## src/rtl/mini_uart.sv

```systemverilog
// mini_uart: memory-mapped 8N1 UART on a single-cycle WISHBONE-style slave.
// Programmable TX/RX divisors, status register and an rx-data-ready interrupt.
module mini_uart #(
  parameter int DIV_RST = 434,
  parameter int DIV_W   = 16
) (
  input  logic        clk,
  input  logic        rst,
  input  logic [2:0]  off,
  input  logic [31:0] din,
  output logic [31:0] dout,
  input  logic        stb,
  input  logic        we,
  output logic        ack,
  input  logic        rxd,
  output logic        txd,
  output logic        IRQ_data_complete
);

  localparam logic [1:0] TX_IDLE  = 2'd0;
  localparam logic [1:0] TX_START = 2'd1;
  localparam logic [1:0] TX_DATA  = 2'd2;
  localparam logic [1:0] TX_STOP  = 2'd3;

  localparam logic [2:0] RX_IDLE  = 3'd0;
  localparam logic [2:0] RX_START = 3'd1;
  localparam logic [2:0] RX_DATA  = 3'd2;
  localparam logic [2:0] RX_STOP  = 3'd3;
  localparam logic [2:0] RX_WAIT  = 3'd4;

  localparam logic [DIV_W-1:0] DIV_INIT = DIV_W'(DIV_RST);

  logic             wr_en, rd_data;
  logic [DIV_W-1:0] divr_q, divr_d, divt_q, divt_d;

  logic [1:0]       tx_st_q, tx_st_d;
  logic [DIV_W-1:0] tx_cnt_q, tx_cnt_d, tx_div_q, tx_div_d;
  logic [2:0]       tx_bit_q, tx_bit_d;
  logic [7:0]       tx_sh_q, tx_sh_d;
  logic             txd_q, txd_d;
  logic [DIV_W:0]   tx_cnt_n;
  logic             tx_end;

  logic             rx_s1_q, rx_s2_q;
  logic [2:0]       rx_st_q, rx_st_d;
  logic [DIV_W-1:0] rx_cnt_q, rx_cnt_d, rx_div_q, rx_div_d;
  logic [2:0]       rx_bit_q, rx_bit_d;
  logic [7:0]       rx_sh_q, rx_sh_d;
  logic [7:0]       rx_byte_q, rx_byte_d;
  logic             dr_q, dr_d, fe_q, fe_d;
  logic [DIV_W:0]   rx_cnt_n;
  logic             rx_end, rx_mid;

  logic [7:0]       lsr;
  logic             unused_din;

  assign wr_en   = stb & we;
  assign rd_data = stb & ~we & (off == 3'd0);
  assign ack     = stb;
  assign txd     = txd_q;
  assign IRQ_data_complete = dr_q;
  assign unused_din = ^din[31:DIV_W];

  assign lsr = {2'b00, (tx_st_q == TX_IDLE), 1'b0,
                fe_q, 2'b00, dr_q};

  always_comb begin
    dout = '0;
    if (stb) begin
      unique case (off)
        3'd0:    dout = {24'b0, rx_byte_q};
        3'd2:    dout = {24'b0, lsr};
        3'd3:    dout = 32'(divr_q);
        3'd4:    dout = 32'(divt_q);
        default: dout = '0;
      endcase
    end
  end

  always_comb begin
    divr_d = divr_q;
    divt_d = divt_q;
    if (wr_en && off == 3'd3) divr_d = din[DIV_W-1:0];
    if (wr_en && off == 3'd4) divt_d = din[DIV_W-1:0];
  end

  // Bit length is latched at each boundary so divisor writes never stretch a bit.
  assign tx_cnt_n = {1'b0, tx_cnt_q} + 1'b1;
  assign tx_end   = tx_cnt_n >= {1'b0, tx_div_q};

  always_comb begin
    tx_st_d  = tx_st_q;
    tx_cnt_d = tx_cnt_q;
    tx_div_d = tx_div_q;
    tx_bit_d = tx_bit_q;
    tx_sh_d  = tx_sh_q;
    txd_d    = txd_q;
    if (tx_st_q != TX_IDLE) begin
      tx_cnt_d = tx_end ? '0 : tx_cnt_q + 1'b1;
      if (tx_end) tx_div_d = divt_q;
    end
    unique case (tx_st_q)
      TX_IDLE: begin
        if (wr_en && off == 3'd0) begin
          tx_st_d  = TX_START;
          tx_sh_d  = din[7:0];
          tx_cnt_d = '0;
          tx_div_d = divt_q;
          txd_d    = 1'b0;
        end
      end
      TX_START: begin
        if (tx_end) begin
          tx_st_d  = TX_DATA;
          tx_bit_d = 3'd0;
          txd_d    = tx_sh_q[0];
        end
      end
      TX_DATA: begin
        if (tx_end) begin
          tx_sh_d = tx_sh_q >> 1;
          if (tx_bit_q == 3'd7) begin
            tx_st_d = TX_STOP;
            txd_d   = 1'b1;
          end else begin
            tx_bit_d = tx_bit_q + 1'b1;
            txd_d    = tx_sh_q[1];
          end
        end
      end
      TX_STOP: begin
        if (tx_end) tx_st_d = TX_IDLE;
      end
      default: tx_st_d = TX_IDLE;
    endcase
  end

  assign rx_cnt_n = {1'b0, rx_cnt_q} + 1'b1;
  assign rx_end   = rx_cnt_n >= {1'b0, rx_div_q};
  assign rx_mid   = rx_cnt_q >= {1'b0, rx_div_q[DIV_W-1:1]};

  always_comb begin
    rx_st_d   = rx_st_q;
    rx_cnt_d  = rx_cnt_q;
    rx_div_d  = rx_div_q;
    rx_bit_d  = rx_bit_q;
    rx_sh_d   = rx_sh_q;
    rx_byte_d = rx_byte_q;
    dr_d      = dr_q;
    fe_d      = fe_q;
    // A completing byte on the same edge as a DATA read must win.
    if (rd_data) begin
      dr_d = 1'b0;
      fe_d = 1'b0;
    end
    unique case (rx_st_q)
      RX_IDLE: begin
        if (!rx_s2_q) begin
          rx_st_d  = RX_START;
          rx_cnt_d = DIV_W'(1);
          rx_div_d = divr_q;
        end
      end
      RX_START: begin
        if (rx_mid) begin
          rx_cnt_d = '0;
          rx_bit_d = 3'd0;
          rx_st_d  = rx_s2_q ? RX_IDLE : RX_DATA;
        end else begin
          rx_cnt_d = rx_cnt_q + 1'b1;
        end
      end
      RX_DATA: begin
        if (rx_end) begin
          rx_cnt_d = '0;
          rx_sh_d  = {rx_s2_q, rx_sh_q[7:1]};
          if (rx_bit_q == 3'd7) rx_st_d = RX_STOP;
          else rx_bit_d = rx_bit_q + 1'b1;
        end else begin
          rx_cnt_d = rx_cnt_q + 1'b1;
        end
      end
      RX_STOP: begin
        if (rx_end) begin
          rx_cnt_d  = '0;
          rx_byte_d = rx_sh_q;
          dr_d      = 1'b1;
          fe_d      = ~rx_s2_q;
          rx_st_d   = rx_s2_q ? RX_IDLE : RX_WAIT;
        end else begin
          rx_cnt_d = rx_cnt_q + 1'b1;
        end
      end
      RX_WAIT: begin
        if (rx_s2_q) rx_st_d = RX_IDLE;
      end
      default: rx_st_d = RX_IDLE;
    endcase
  end

  always_ff @(posedge clk or posedge rst) begin
    if (rst) begin
      divr_q    <= DIV_INIT;
      divt_q    <= DIV_INIT;
      tx_st_q   <= TX_IDLE;
      tx_cnt_q  <= '0;
      tx_div_q  <= DIV_INIT;
      tx_bit_q  <= '0;
      tx_sh_q   <= '0;
      txd_q     <= 1'b1;
      rx_s1_q   <= 1'b1;
      rx_s2_q   <= 1'b1;
      rx_st_q   <= RX_IDLE;
      rx_cnt_q  <= '0;
      rx_div_q  <= DIV_INIT;
      rx_bit_q  <= '0;
      rx_sh_q   <= '0;
      rx_byte_q <= '0;
      dr_q      <= 1'b0;
      fe_q      <= 1'b0;
    end else begin
      divr_q    <= divr_d;
      divt_q    <= divt_d;
      tx_st_q   <= tx_st_d;
      tx_cnt_q  <= tx_cnt_d;
      tx_div_q  <= tx_div_d;
      tx_bit_q  <= tx_bit_d;
      tx_sh_q   <= tx_sh_d;
      txd_q     <= txd_d;
      rx_s1_q   <= rxd;
      rx_s2_q   <= rx_s1_q;
      rx_st_q   <= rx_st_d;
      rx_cnt_q  <= rx_cnt_d;
      rx_div_q  <= rx_div_d;
      rx_bit_q  <= rx_bit_d;
      rx_sh_q   <= rx_sh_d;
      rx_byte_q <= rx_byte_d;
      dr_q      <= dr_d;
      fe_q      <= fe_d;
    end
  end

endmodule

```

## config.mk

```make
export PLATFORM = sky130hd
export DESIGN_NAME = mini_uart
export DESIGN_NICKNAME = d
export VERILOG_FILES = /design/src/rtl/mini_uart.sv
export SDC_FILE = /design/constraint.sdc
export NUM_CORES = 1
export LEC_CHECK = 0
export BUFFER_PORTS_ARGS = -buffer_cell sky130_fd_sc_hd__buf_2
export CORE_ASPECT_RATIO = 1.5
export CORE_MARGIN = 4
export CORE_UTILIZATION = 30
export CTS_BUF_LIST = sky130_fd_sc_hd__clkbuf_4 sky130_fd_sc_hd__clkbuf_8
export DETAILED_ROUTE_END_ITERATION = 16
export SYNTH_ARGS = -nofsm -noshare
export SYNTH_HDL_FRONTEND = slang
export SYNTH_SLANG_ARGS = --single-unit
export TNS_END_PERCENT = 100
```

## constraint.sdc

```tcl
create_clock -name clk -period 12.3 [get_ports clk]
set_input_delay 1.845 -clock clk [delete_from_list [all_inputs] [get_ports clk]]
set_output_delay 1.845 -clock clk [all_outputs]
set_load 0.02 [all_outputs]
```

==> results.cfg <==
[outcome]
status = finished clean

[routing]
drtIter0Drc = 251
route.detailed.drc = 0
via_per_inst = 4.95
drt-pass1-iter-count = 4
detail_route.wirelength_um = 17400
wl_per_cell_um = 15.6
route.vias.total = 5509
route.antenna.remaining_nets = 0

[power]
p_per_area_nw_per_um2 = 203
report.power.total_mw = 1.76
leakagePower_nw = 4.05
irDropWorstVdd_uv = 84.3

[clock_tree]
cts-buffers-inserted = 17
cts.path.max_buffers = 2
cts.clk_slew.worst_paths_ps = 80
clk-insertion-delay-late_ps = 450
cts_htree_levels = 4
root_buffer_cell = clkbuf_8
post_cts_resized = 0
tritoncts = built
post-cts-setup-buffer-count = 0
cts.sink_count = 136
cts_hold_repair.buffers = 0

[timing]
fin_worst_skew_ps = 15.6
grt_setup_unrepaired = false
tightestPinTransition_ps = 963
clock.fmax_mhz = 182
slew-limit-headroom = 0.358
hold_ws_ps = 359
timing_hold_violations_final = 0
min_period_over_period = 0.446
final_period_minus_worst_setup_slack_ps = 5490
totalNegativeSetupSlack_ps = 0
final-max-slew-violation-count = 0
finalSetupViolCount = 0

[worst_setup_path]
worst_setup_path_end_kind = output pin
cp.arrival_ps = 3640
reg2reg_from = tx_cnt_q[2]
r2r_setup_slack_ps = 7950
slowest_delay_ps = 560
worst_endpoint_required_time_ps = 10450
worstPathCellList = buf_2 -> nor2_1 -> and2_1 -> a221oi_1 -> nor2_1 -> buf_2
cp_max_fo = 12
critPathLaunchType = input pin
timing.critical_path.buf_inv = 2
rr_endpoint = tx_div_q[0]
critical_path.top_delay_family = simple AND/OR/NAND/NOR gates
timing_worst_setup_path_type = input pin to output pin
ff2ff_path_depth = 13
cpMaxStageDelayCell = and2_1

[layout]
area.growth.synth_to_final_pct = 11.8
nNetsFinal = 871
final_design_area_no_fill_sq_um = 8630
ratio_of_cells_with_drive_above_1_in_the_final_layout = 0.234
num_antenna_cells = 0
post_route_core_utilization = 0.342

[logic_synthesis]
synth.area.mux_share = 0.122
synth-adder-area-share = 0.0923
synth_enable_flop_cells = 0
synth-seq-area-share = 0.444
synth_top_family_by_area = simple AND/OR/NAND/NOR gates
yosys_most_used_dff = dfrtp_1
netlist-cell-type-count = 60
synth_compound_gate_area_share = 0.109
synthSimpleGateAreaFrac = 0.143
netlist_instances = 741
syn_area_per_cell_sq_um = 10.4
mappedNetlistArea_sq_um = 7730
synth-warning-count = 0
synth-seq-cells = 136
synth_async_sr_flop_share = 1.00
yosys.area_share.xor_xnor = 0.0317

[die]
std_cell_rows = 71
core-area_sq_um = 25200
start_util = 0.306
die_area_sq_um = 28400
die_w_um = 139
die_span_in_y_um = 205
num_io_pins = 75

[global_route]
global_route.usage.total = 0.126
grt_pass1_wl_um = 28600
global_route.overflow_total = 0
grt_start_max_net_pins = 78
grt_antenna_before_repair = 0
first_global_vias = 5655

[hold_path]
min_delay_path_depth = 0
timing.hold.worst_endpoint = rx_s2_q
holdCritPathClass = flop to flop
hold_path.startpoint = rx_s1_q

[placement]
detailed_place_hpwl_um = 13100
placement.io_buffers = 42
gp_routability_congestion = 0.846
dpl_cell_area_sq_um = 8190

[job]
maxCapViolations = 0
-- cells in the mapped netlist (11+ instances only) --
cell type    n  share of area
clkbuf_1    24          0.012
buf_4       17          0.017
a22o_1      11          0.012
xnor2_1     21          0.024
and3_1      13          0.011
o21ai_0     33          0.021
ha_1        57          0.092
inv_1       45          0.022
nand2_1     70          0.034
nor2_1      37          0.018
mux2_2      65          0.095
a22oi_1     21          0.020
nand4_1     16          0.013
nand2b_1    16          0.013
a21oi_1     20          0.013
dfstp_2     23          0.078
dfrtp_1    113           0.37
nand3_1     32          0.021
-- placed cells by master, fill, tap and decap left out, drive strengths merged, types with 23 or more instances in the layout --
cell	n
dfstp	23
nor2	37
o21ai	35
buf	48
nand2	70
nand3	32
ha	57
inv	45
dfrtp	113
mux2	75
-- where the power goes --
part / switching [mW] / internal [mW]
Clock: 0.181 / 0.236
Sequential: 0.0985 / 0.596
Combinational: 0.345 / 0.298
-- worst max-delay path by stage --
| stage | start | end | slack (ps) | depth (start not counted) |
|---|---|---|---|---|
| 2_1_floorplan | rst | IRQ_data_complete | 6850 | 1 |
| 3_3_place_gp | off[1] | dout[3] | 6710 | 6 |
| 3_5_place_dp | off[1] | dout[3] | 6740 | 6 |
| 4_1_cts | off[1] | dout[3] | 6730 | 6 |
| 5_1_grt | off[1] | dout[3] | 6590 | 6 |
| 6_report | off[0] | dout[3] | 6810 | 6 |
-- cells by family (layout without fill, tap and decap cells) --
group	after synthesis	count (layout)
other	1	16
adders and majority gates	57	57
xor gates and xnor gates	28	28
and+or+nand+nor	222	222
buffers and inverters	94	124
AOI/OAI and AO/OA	122	122
DFF	136	136
muxes	81	81
-- through the flow --
stage / setup slack (ps) / std cells
after global placement: 6710 / 1083
after floorplan: 6850 / 756
after detailed placement: 6740 / 1083
after CTS: 6730 / 1114
final: 6810 / 1114
after global routing: 6590 / 1114
-- registers in the layout (all words and copies together), names as in the netlist --
register	count
divt_q	16
rx_byte_q	8
rx_div_q	16
IRQ_data_complete	1
rx_cnt_q	16
rx_sh_q	8
tx_st_q	2
rx_st_q	3
rx_bit_q	3
txd	1
tx_sh_q	8
tx_bit_q	3
tx_cnt_q	16
divr_q	16
rx_s2_q	1
tx_div_q	16
fe_q	1
rx_s1_q	1
-- layer usage --
metal	routed length [um]	track usage
met5	0	0
met4	603	0.0619
met3	371	0.0199
met2	9580	0.241
met1	6840	0.132
-- final cells by class --
class / instances / area (sq um)
fill: 2576 / 16600
multi-input combinational: 526 / 3920
sequential: 136 / 3430
tap: 328 / 410
clock buffer: 20 / 275
timing repair buffer: 48 / 255
inverter: 45 / 174
clock inverter: 11 / 171
(Power assumes the default switching activity.)
